--- config.mk ---
export PLATFORM = sky130hd
export DESIGN_NAME = fetch_ctrl
export DESIGN_NICKNAME = d
export VERILOG_FILES = /design/src/rtl/fetch_ctrl_pkg.sv /design/src/rtl/fetch_fifo.sv /design/src/rtl/fetch_ctrl.sv
export SDC_FILE = /design/constraint.sdc
export NUM_CORES = 1
export LEC_CHECK = 0
export CORE_UTILIZATION = 54
export CTS_CLUSTER_DIAMETER = 30
export CTS_CLUSTER_SIZE = 16
export DETAILED_ROUTE_END_ITERATION = 10
export GPL_TIMING_DRIVEN = 0
export PLACE_DENSITY = 0.9
export SETUP_SLACK_MARGIN = 0.4
export SLEW_MARGIN = 20
export SYNTH_ARGS = -nofsm -noshare
export SYNTH_HDL_FRONTEND = slang
export SYNTH_SLANG_ARGS = --single-unit
--- constraint.sdc ---
create_clock -name clk -period 4.4 [get_ports clk]
set_input_delay 0.88 -clock clk [delete_from_list [all_inputs] [get_ports clk]]
set_output_delay 0.88 -clock clk [all_outputs]
set_load 0.01 [all_outputs]
--- src/rtl/fetch_ctrl_pkg.sv ---
// ---------------------------------------------------------------------------
// fetch_ctrl_pkg
// Shared fetch-path types and constants used by the core front end.
//   fetch_entry_t : one buffered fetch result {pc, instr}
//   fetch_state_t : fetch sequencer states
//   INSTR_BYTES   : byte stride between sequential instructions
// ---------------------------------------------------------------------------
package fetch_ctrl_pkg;

    localparam logic [31:0] INSTR_BYTES = 32'd4;

    typedef struct packed {
        logic [31:0] pc;
        logic [31:0] instr;
    } fetch_entry_t;

    typedef enum logic [1:0] {
        IDLE  = 2'd0,
        FETCH = 2'd1,
        HALT  = 2'd2
    } fetch_state_t;

endpackage

--- src/rtl/fetch_fifo.sv ---
// ---------------------------------------------------------------------------
// fetch_fifo
// Synchronous FIFO of fetch_entry_t with first-word fall-through output.
// Ports:
//   clk, rst_n     : clock, synchronous active-low reset
//   push, pop      : write / read strobes (a push into a full FIFO is only
//                    honoured when a pop happens in the same cycle)
//   flush          : empties the FIFO; overrides push and pop
//   din, dout      : entry in / head entry out (dout valid when !empty)
//   full, empty    : occupancy flags
//   count          : number of entries held (0..DEPTH)
// ---------------------------------------------------------------------------
module fetch_fifo
    import fetch_ctrl_pkg::*;
#(
    parameter int DEPTH = 4
) (
    input  logic                     clk,
    input  logic                     rst_n,
    input  logic                     push,
    input  logic                     pop,
    input  logic                     flush,
    input  fetch_entry_t             din,
    output fetch_entry_t             dout,
    output logic                     full,
    output logic                     empty,
    output logic [$clog2(DEPTH):0]   count
);

    localparam int AW = $clog2(DEPTH);
    localparam int CW = AW + 1;

    fetch_entry_t    mem [DEPTH];
    logic [AW-1:0]   wr_ptr_reg;
    logic [AW-1:0]   rd_ptr_reg;
    logic [CW-1:0]   count_reg;
    logic            do_push;
    logic            do_pop;

    assign full    = (count_reg == CW'(DEPTH));
    assign empty   = (count_reg == '0);
    assign count   = count_reg;
    assign dout    = mem[rd_ptr_reg];

    // Guard the strobes locally so the FIFO can never overrun or underrun,
    // whatever the caller does.
    assign do_push = push && !flush && (!full || pop);
    assign do_pop  = pop && !flush && !empty;

    always_ff @(posedge clk) begin
        if (!rst_n) begin
            wr_ptr_reg <= '0;
            rd_ptr_reg <= '0;
            count_reg  <= '0;
        end else if (flush) begin
            wr_ptr_reg <= '0;
            rd_ptr_reg <= '0;
            count_reg  <= '0;
        end else begin
            if (do_push) begin
                wr_ptr_reg <= wr_ptr_reg + 1'b1;
            end
            if (do_pop) begin
                rd_ptr_reg <= rd_ptr_reg + 1'b1;
            end
            case ({do_push, do_pop})
                2'b10:   count_reg <= count_reg + 1'b1;
                2'b01:   count_reg <= count_reg - 1'b1;
                default: count_reg <= count_reg;
            endcase
        end
    end

    // Storage carries no reset: stale contents are never visible because
    // dout is only qualified while count is non-zero.
    always_ff @(posedge clk) begin
        if (do_push) begin
            mem[wr_ptr_reg] <= din;
        end
    end

endmodule

--- src/rtl/fetch_ctrl.sv ---
// ---------------------------------------------------------------------------
// fetch_ctrl
// Instruction-fetch sequencer. Owns the PC, drives a zero-latency
// word-addressed instruction memory, buffers {pc, instr} pairs and hands
// them to decode over a valid/ready handshake. Handles redirects and stops
// fetching once the PC runs past the end of the program image.
// Ports:
//   clk, rst_n                 : clock, synchronous active-low reset
//   imem_addr / imem_instr     : memory address (= pc) / returned instruction
//   redirect_valid/redirect_pc : one-cycle redirect request and target
//   out_valid/out_ready        : handshake toward decode
//   out_pc / out_instr         : head entry of the fetch buffer
//   fifo_count                 : fetch buffer occupancy
//   halted                     : high while the sequencer is in HALT
// ---------------------------------------------------------------------------
module fetch_ctrl
    import fetch_ctrl_pkg::*;
#(
    parameter logic [31:0] RESET_PC   = 32'h0000_0000,
    parameter int          FIFO_DEPTH = 4,
    parameter int          MEM_BYTES  = 2208
) (
    input  logic                          clk,
    input  logic                          rst_n,
    output logic [31:0]                   imem_addr,
    input  logic [31:0]                   imem_instr,
    input  logic                          redirect_valid,
    input  logic [31:0]                   redirect_pc,
    output logic                          out_valid,
    input  logic                          out_ready,
    output logic [31:0]                   out_pc,
    output logic [31:0]                   out_instr,
    output logic [$clog2(FIFO_DEPTH):0]   fifo_count,
    output logic                          halted
);

    localparam logic [31:0] MEM_LIMIT = 32'(MEM_BYTES);

    fetch_state_t   state_reg;
    logic [31:0]    pc_reg;
    logic           halted_reg;

    logic           in_image;
    logic           push;
    logic           pop;
    logic           full;
    logic           empty;
    logic [31:0]    redirect_target;
    fetch_entry_t   push_entry;
    fetch_entry_t   head_entry;

    assign imem_addr       = pc_reg;
    assign in_image        = (pc_reg < MEM_LIMIT);
    assign redirect_target = redirect_pc & 32'hFFFF_FFFC;

    // A redirect hides the stale head from decode in the same cycle it
    // flushes the buffer, so no wrong-path instruction is ever accepted.
    assign out_valid  = !empty && !redirect_valid;
    assign pop        = out_valid && out_ready;
    assign push       = (state_reg == FETCH) && !redirect_valid && in_image
                        && (!full || pop);

    assign push_entry = '{pc: pc_reg, instr: imem_instr};
    assign out_pc     = head_entry.pc;
    assign out_instr  = head_entry.instr;
    assign halted     = halted_reg;

    fetch_fifo #(
        .DEPTH (FIFO_DEPTH)
    ) u_fifo (
        .clk   (clk),
        .rst_n (rst_n),
        .push  (push),
        .pop   (pop),
        .flush (redirect_valid),
        .din   (push_entry),
        .dout  (head_entry),
        .full  (full),
        .empty (empty),
        .count (fifo_count)
    );

    always_ff @(posedge clk) begin
        if (!rst_n) begin
            state_reg  <= IDLE;
            pc_reg     <= RESET_PC;
            halted_reg <= 1'b0;
        end else if (redirect_valid) begin
            pc_reg <= redirect_target;
            if (redirect_target < MEM_LIMIT) begin
                state_reg  <= FETCH;
                halted_reg <= 1'b0;
            end else begin
                state_reg  <= HALT;
                halted_reg <= 1'b1;
            end
        end else begin
            case (state_reg)
                IDLE: begin
                    state_reg  <= FETCH;
                    halted_reg <= 1'b0;
                end
                FETCH: begin
                    if (!in_image) begin
                        state_reg  <= HALT;
                        halted_reg <= 1'b1;
                    end else if (push) begin
                        pc_reg <= pc_reg + INSTR_BYTES;
                    end
                end
                HALT: begin
                    state_reg  <= HALT;
                    halted_reg <= 1'b1;
                end
                default: begin
                    state_reg  <= IDLE;
                    halted_reg <= 1'b0;
                end
            endcase
        end
    end

endmodule
==> results.md, run 1 <==
* Post-Synthesis Cell Area at 11000 µm²
* Max FO, Critical Path at 10
* Post_cts resized at 0
* Startpoint Class: register
* Hold Buf Count CTS at 0
* CP arrival at 2.79 ns
* Antenna violations before repair at 0
* Fin worst setup slack at 0.725 ns
* Max_cap viols at 0
* Top post-synthesis cells by area: edfxtp_1 68%, mux4_2 13%, dfxtp_1 7.5%, a22o_1 1.2%, ha_1 0.91%
* Mux contribution to synthesized area at 13.4%
* Cell variety after synth at 56
* #FFs+latches synth at 289
* I/O Pins at 169
* Ys flop type: edfxtp_1
* Post-synth top area cell: edfxtp_1
* Simple-gate share of the synthesized area at 4.65%
* Largest family of logic cells by synthesized area: multiplexers
* Number of global-route vias before repair at 6250
* DPL Wire Length at 14600 µm
* Layout Skew at 0.0126 ns
* Register area share after synthesis at 75.4%
* Async set-or-reset flop fraction in the synthesized netlist at 0%
* WL per Instance at 21.8 µm
* Pwr/cell area at 460 nW/µm²
* WL final at 23100 µm
* Crit path kind: register to primary output
* Die Y at 145 µm
* Post-Synth Adder-Cell Area at 1.09%
* Least-Margin Pin Slew at 0.729 ns
* Clk slew on worst S/H paths at 0.05 ns
* DRC Markers at 0
* Worst slew margin at 51.2%
* Final period util at 83.5%
* Leakage Power at 4.77 nW
* Die Span X at 145 µm
* Core area at 19700 µm²
* CP Capture Type: primary output
* Period minus WS final at 3.67 ns
* Ant diodes at 0
* Postcts setup bufs at 0
* Deepest clock path buffer count at 3
* Post-synthesis compound-gate area fraction at 3.20%
* Hold WS at 0.534 ns
* Gr ovfl total at 0
* Die area at 20900 µm²
* TritonCTS Sinks at 289
* Largest register FFs at 248
* Share of cells above drive strength 1 at 21.3%
* Req. time, crit path at 3.52 ns
* Final setup violation count at 0
* Worst min-delay path class: register to register
* Post-synth EDFFs at 248
* GP Congestion at 0.817
* RSZ-0062 raised after global routing: no
* Post-synthesis cell count at 544
* Worst skew pair latency at 0.52 ns
* Rows at 51
* Dpl ws at 1.08 ns
* Syn avg cell area at 20.2 µm²
* Post-synth top area share at 67.9%
* Vias at 6079
* 1st-pass router iterations at 4
* Synth top cells by count: 248 x edfxtp_1, 62 x mux4_2, 41 x dfxtp_1
* H-tree depth at 2
* First-pass GRT wire length at 34700 µm
* Post-synthesis xor/xnor area fraction at 0.559%
* Total GRT Usage at 22.8%
* Max Slew Vio Count at 0
* Final antenna-violating net count at 0
* VDD IR-drop max at 0.236 mV
* Status: complete, no violations
* CTS tree: built
* Largest net degree at the start of global routing at 49
* Yosys warns at 0
* Root Driver: clkbuf_16
* IO Port Bufs at 161
* Max Fclk at 272 MHz
* Initial drt markers at 363
* Cell with the most instances after synthesis: edfxtp_1
* Initial Utilization at 55.6%
* Final Hold Fails at 0
* Via-to-Cell Ratio at 5.72
* CTS Buf Count at 47
* Area Overhead vs Synth at 32.8%
* Fin nets at 838
## layout make-up
class	instances	area, µm²
Fill cell	1098	5150
Multi-Input combinational cell	217	2530
Inverter	15	56.3
Clock inverter	21	201
Sequential cell	289	8270
Clock buffer	64	1320
Buffer	26	133
Tap cell	265	332
Timing Repair Buffer	165	1720
## final timing paths
check | startpoint | end | slack, ns | cells after the start
worst min register to register | state_reg[1] | state_reg[1] | 0.53 | 1
worst min-delay path | state_reg[1] | state_reg[1] | 0.53 | 1
worst max register to register | state_reg[1] | u_fifo.count[2] | 1.45 | 13
worst max-delay path | register | out_instr[19] | 0.73 | 4
## metrics by stage
step	cell area (µm²)	utilization, %	TNS [ns]	power [mW]	cells
floorplan	11000	-	0	3.15	547
global placement	12900	65.5	-116.62	3.29	973
detailed placement	13000	66.2	0	3.30	977
CTS	14600	73.9	0	6.74	1062
global route	14600	73.9	0	6.88	1062
finish	14600	73.9	0	6.70	1062
## logic make-up (layout without fill, tap and decap cells)
group | count (synthesis) | count (layout)
xor gates and xnor gates | 7 | 7
AOI/OAI and AO/OA | 48 | 48
other | 1 | 4
buffers and inverters | 41 | 291
DFF | 289 | 289
and+or+nand+nor | 80 | 80
muxes | 69 | 69
adders and majority gates | 9 | 9
## per-layer routing
layer | part of all wire [%] | up-vias | GRT usage, %
met2 | 50 | 296 | 37.5
li1 | - | 2672 | -
met1 | 41 | 3057 | 30.0
met3 | 7.3 | 54 | 4.97
met5 | 0 | - | 0
met4 | 2.5 | 0 | 8.31
## critical path: stages (launching register included)
cell	delay (ns)
dfxtp_1	0.31
clkbuf_1	0.43
buf_2	0.45
mux4_2	0.59
clkdlybuf4s50_1	0.50
## cell usage in the layout, fill, tap and decap left out, types with 5 or more instances in the layout
cell             netlist  layout
clkinvlp_4             0       5
a22o_1                15      15
edfxtp_1             248     248
dfxtp_1               41      41
inv_1                 13      13
nor4_1                 6       6
a21oi_1                7       7
clkbuf_1              11      22
clkbuf_16              0      49
clkdlybuf4s50_1        0     161
buf_4                  5       5
nand3_1                5       5
mux2i_1                7       7
o21ai_0                8       8
nor4_2                 5       5
nor2_1                22      22
mux4_2                62      62
ha_1                   8       8
buf_2                  7       7
nand2_1                9       9
clkinv_2               0       8
## power breakdown
part | internal, mW | total [mW] | switching, mW
sequential | 3.00 | 3.05 | 0.0447
combinational | 0.115 | 0.209 | 0.0937
clock | 2.27 | 3.44 | 1.17
No activity file was read; power rests on OpenSTA's default activity.
==> inputs of run 2 (changes only) <==
==> constraint.sdc (replaced) <==
create_clock -name clk -period 3.7 [get_ports clk]
set_input_delay 0.74 -clock clk [delete_from_list [all_inputs] [get_ports clk]]
set_output_delay 0.74 -clock clk [all_outputs]
set_load 0.01 [all_outputs]
==> results.md, run 2 (same netlist as run 1, synthesis figures left out) <==
* Slowest stage delay, CP at 0.55 ns
* Status: complete, no violations
* Fin worst setup slack at 0.480 ns
* CP top delay family: buffers and inverters
* Inst Count DP at 977
* Slowest CP cell: mux4_2
* WL final at 23000 µm
* Die area at 20900 µm²
* Max Slew Vio Count at 0
* Sequence of cells on the critical path: buf_2, buf_4, mux4_2, clkdlybuf4s50_1
* CP arrival at 2.48 ns
* Worst skew pair latency at 0.53 ns
* Via-to-Cell Ratio at 5.72
* H-tree depth at 2
* Die Y at 145 µm
* DPL Wire Length at 14500 µm
* Final antenna-violating net count at 0
* Fin nets at 839
* TritonCTS Sinks at 289
* Dpl ws at 0.586 ns
* Req. time, crit path at 2.96 ns
* DRC Markers at 0
* Deepest clock path buffer count at 3
* Max_cap viols at 0
* Final design area excluding fillers at 14800 µm²
* Largest net degree at the start of global routing at 49
* 1st-pass router iterations at 5
* CP Capture Type: primary output
* I/O Pins at 169
* CTS Buf Count at 48
* Root Driver: clkbuf_16
* Startpoint Class: register
* Crit path kind: register to primary output
* Leakage Power at 4.87 nW
* Final setup violation count at 0
* Worst min-delay path class: register to register
* RSZ-0062 raised after global routing: yes
* Layout Skew at 0.0199 ns
* TNS Setup at 0 ns
* Post-DP Area at 13000 µm²
* WP buf/inv at 3
* Ant diodes at 0
* IO Port Bufs at 161
* Final Hold Fails at 0
* Max Fclk at 311 MHz
* Gr ovfl total at 0
* Area Overhead vs Synth at 34.6%
* First-pass GRT wire length at 34700 µm
* Share of cells above drive strength 1 at 23.8%
* CTS tree: built
* Number of global-route vias before repair at 6392
* Vias at 6089
* Rows at 51
* Initial Utilization at 55.6%
* Antenna violations before repair at 0
* WL per Instance at 21.5 µm
* Hold Buf Count CTS at 0
* Multi-input logic area at 2530 µm²
* Non-Filler Instances at 1065
* Period minus WS final at 3.22 ns
* Total area of sequential cells at 8270 µm²
* Filler cell count at 1076
* Clk slew on worst S/H paths at 0.05 ns
* Worst slew margin at 52.0%
* Die Span X at 145 µm
* Largest register FFs at 248
* Total GRT Usage at 22.6%
* Core area at 19700 µm²
* GP Congestion at 0.850
* Max FO, Critical Path at 10
* VDD IR-drop max at 0.382 mV
* Hold WS at 0.555 ns
* Least-Margin Pin Slew at 0.717 ns
* Pwr/cell area at 568 nW/µm²
* Final period util at 87.0%
* Most frequent cells in the layout: 248 x edfxtp_1, 161 x clkdlybuf4s50_1, 62 x mux4_2
* Commonest non-fill, non-tap cell in the layout: edfxtp_1
* Postcts setup bufs at 0
* Initial drt markers at 331
-- run 2: layout make-up --
type                       count  share of cell area, %
sequential                   289                   56.0
tap                          265                   2.25
clock buffer                  56                   8.76
clock inverter                32                   2.65
timing repair buffer         165                   11.7
multi-input combinational    217                   17.2
inverter                      15                  0.381
buffer                        26                   1.12
-- run 2: through the flow --
stage,utilization (%),power [mW]
after floorplan,-,3.75
after global placement,65.6,3.91
after detailed placement,66.2,3.93
after CTS,74.8,8.44
after global routing,74.9,8.61
final,74.9,8.38
-- run 2: what timing repair did --
item                                    in CTS  in global routing
gates resized for setup                     14                  3
gates cloned                                 0                  0
endpoints found under the setup margin      60                 57
-- run 2: final timing paths --
check | from | to | slack (ns) | cells past startpoint
max | register | out_pc[9] | 0.48 | 4
max reg2reg | state_reg[1] | u_fifo.count[2] | 0.79 | 13
min reg2reg | imem_addr[28] | u_fifo.mem[3][60] | 0.56 | 0
min | imem_addr[28] | u_fifo.mem[3][60] | 0.56 | 0
-- run 2: power by group --
group          switching, mW  internal (mW)
combinational          0.111          0.137
sequential            0.0526           3.57
clock                   1.55           2.96
-- run 2: routing by layer --
layer	GRT usage [%]	share of wire [%]	vias to the layer above
met1	30.6	41	3062
met5	0	0	-
met3	4.34	7.5	41
li1	-	-	2680
met2	37.3	50	306
met4	7.15	1.8	0
==> inputs of run 3 (changes only) <==
--- a/config.mk
+++ b/config.mk
@@ -5,12 +5,12 @@
 export SDC_FILE = /design/constraint.sdc
 export NUM_CORES = 1
 export LEC_CHECK = 0
-export CORE_UTILIZATION = 54
+export CORE_UTILIZATION = 48
 export CTS_CLUSTER_DIAMETER = 30
 export CTS_CLUSTER_SIZE = 16
 export DETAILED_ROUTE_END_ITERATION = 10
 export GPL_TIMING_DRIVEN = 0
-export PLACE_DENSITY = 0.9
+export PLACE_DENSITY = 0.85
 export SETUP_SLACK_MARGIN = 0.4
 export SLEW_MARGIN = 20
 export SYNTH_ARGS = -nofsm -noshare
==> constraint.sdc (replaced) <==
create_clock -name clk -period 2.6 [get_ports clk]
set_input_delay 0.52 -clock clk [delete_from_list [all_inputs] [get_ports clk]]
set_output_delay 0.52 -clock clk [all_outputs]
set_load 0.01 [all_outputs]
==> results.md, run 3 (same netlist as run 1, synthesis figures left out) <==
* Root Driver: clkbuf_16
* Core area at 22100 µm²
* Via-to-Cell Ratio at 5.74
* Metal3 WL at 2160 µm
* RSZ-0062 raised after global routing: yes
* Deepest clock path buffer count at 3
* Gr ovfl total at 0
* Leakage Power at 5.57 nW
* Initial Utilization at 49.7%
* Final Hold Fails at 0
* Hold WS at 0.468 ns
* Period minus WS final at 2.79 ns
* Ant diodes at 0
* Max_cap viols at 0
* TritonCTS Sinks at 289
* IO Port Bufs at 161
* Worst skew pair latency at 0.55 ns
* Fin worst setup slack at -0.195 ns
* DPL Wire Length at 13200 µm
* Final setup violation count at 68
* Area Overhead vs Synth at 47.6%
* Initial drt markers at 523
* Met1 WL at 10800 µm
* Share of cells above drive strength 1 at 42.0%
* Crit path kind: register to register
* Layout Skew at 0.0424 ns
* Die Y at 153 µm
* Die area at 23500 µm²
* Commonest non-fill, non-tap cell in the layout: edfxtp_1
* Worst slew margin at 42.6%
* Total GRT Usage at 22.8%
* Pwr/cell area at 720 nW/µm²
* I/O Pins at 169
* CTS tree: built
* Worst min-delay path class: primary input to register
* Post-DP Area at 13000 µm²
* Rows at 54
* Dpl ws at -0.386 ns
* Max Fclk at 358 MHz
* Met2 routed WL at 14200 µm
* H-tree depth at 2
* Largest net degree at the start of global routing at 17
* Final antenna-violating net count at 0
* 1st-pass router iterations at 5
* Max Slew Vio Count at 0
* CTS Buf Count at 47
* Status: finished, violations left
* Die Span X at 153 µm
* Clk slew on worst S/H paths at 0.05 ns
* Non-Filler Instances at 1165
* VDD IR-drop max at 0.459 mV
* Max FO, Critical Path at 7
* Req. time, crit path at 3.04 ns
* WL per Instance at 24.1 µm
* DRC Markers at 0
* Failing checks: setup timing
* GP Congestion at 0.801
* First-pass GRT wire length at 39500 µm
* Vias at 6692
* Most frequent cells in the layout: 248 x edfxtp_1, 99 x clkdlybuf4s50_1, 81 x buf_6
* Largest register FFs at 248
* Final period util at 107%
* Top routing layer in use: met4
* Antenna violations before repair at 0
* Fin nets at 925
* CP arrival at 3.24 ns
* Inst Count DP at 988
* Number of global-route vias before repair at 6777
* Final design area excluding fillers at 16200 µm²
* WL final at 28100 µm
* CP Capture Type: register
* Least-Margin Pin Slew at 0.859 ns
* Startpoint Class: register
## run 3: final cells by class
| cell class | count | area (µm²) |
|---|---|---|
| buffer | 26 | 290 |
| clock buffer | 50 | 1210 |
| clock inverter | 36 | 379 |
| fill | 1199 | 5910 |
| inverter | 15 | 56.3 |
| multi-input combinational | 236 | 2790 |
| sequential | 289 | 8300 |
| tap | 280 | 350 |
| timing repair buffer | 233 | 2820 |
## run 3: critical path: stages, from the launching register on
cell and delay [ns]:
dfxtp_1 0.42, nor4_4 0.34, nand2_1 0.14, or3_4 0.43, nor4_4 0.28, inv_2 0.09, ha_4 0.17, inv_2 0.05
fa_2 0.19, xor2_1 0.09, or3_1 0.34, a21oi_1 0.18
## run 3: metal layers
metal,GRT usage [%],vias to the layer above
met5,0,-
met4,7.60,0
met3,3.94,66
met2,38.8,368
met1,29.9,3369
li1,-,2889
## run 3: path summary, 6_finish.rpt
path | depth (start not counted) | slack (ns) | startpoint | endpoint
hold reg to reg | 0 | 0.54 | imem_addr[31] | u_fifo.mem[3][63]
setup reg to reg | 11 | -0.19 | imem_addr[16] | u_fifo.count[2]
setup / recovery | 11 | -0.19 | imem_addr[16] | u_fifo.count[2]
hold / removal | 3 | 0.47 | redirect_valid | imem_addr[4]
## run 3: metrics by stage
step / TNS, ns / power [mW] / util, %
after CTS: 0 / 11.6 / 70.4
after detailed placement: -110.72 / 5.59 / 58.7
after global placement: -100.23 / 5.57 / 58.7
after floorplan: 0 / 5.34 / -
final: -2.51 / 11.7 / 73.3
after global routing: -4.92 / 11.9 / 73.3
## run 3: what timing repair did
| action | 4_1_cts | 5_1_grt |
|---|---|---|
| setup buffers | 37 | 23 |
| hold buffers | 0 | 0 |
| gates resized for setup | 321 | 141 |
| cloned | 26 | 5 |
| endpoints found under the setup margin | 316 | 338 |
| hold endpoints to repair | 0 | 0 |
| pin swaps | 7 | 10 |
## run 3: power by group
part	leakage, nW	switching (mW)	internal [mW]
registers	2.59	0.0822	5.08
clock network	0.770	2.28	3.84
logic	2.22	0.167	0.217
total	5.57	2.53	9.13
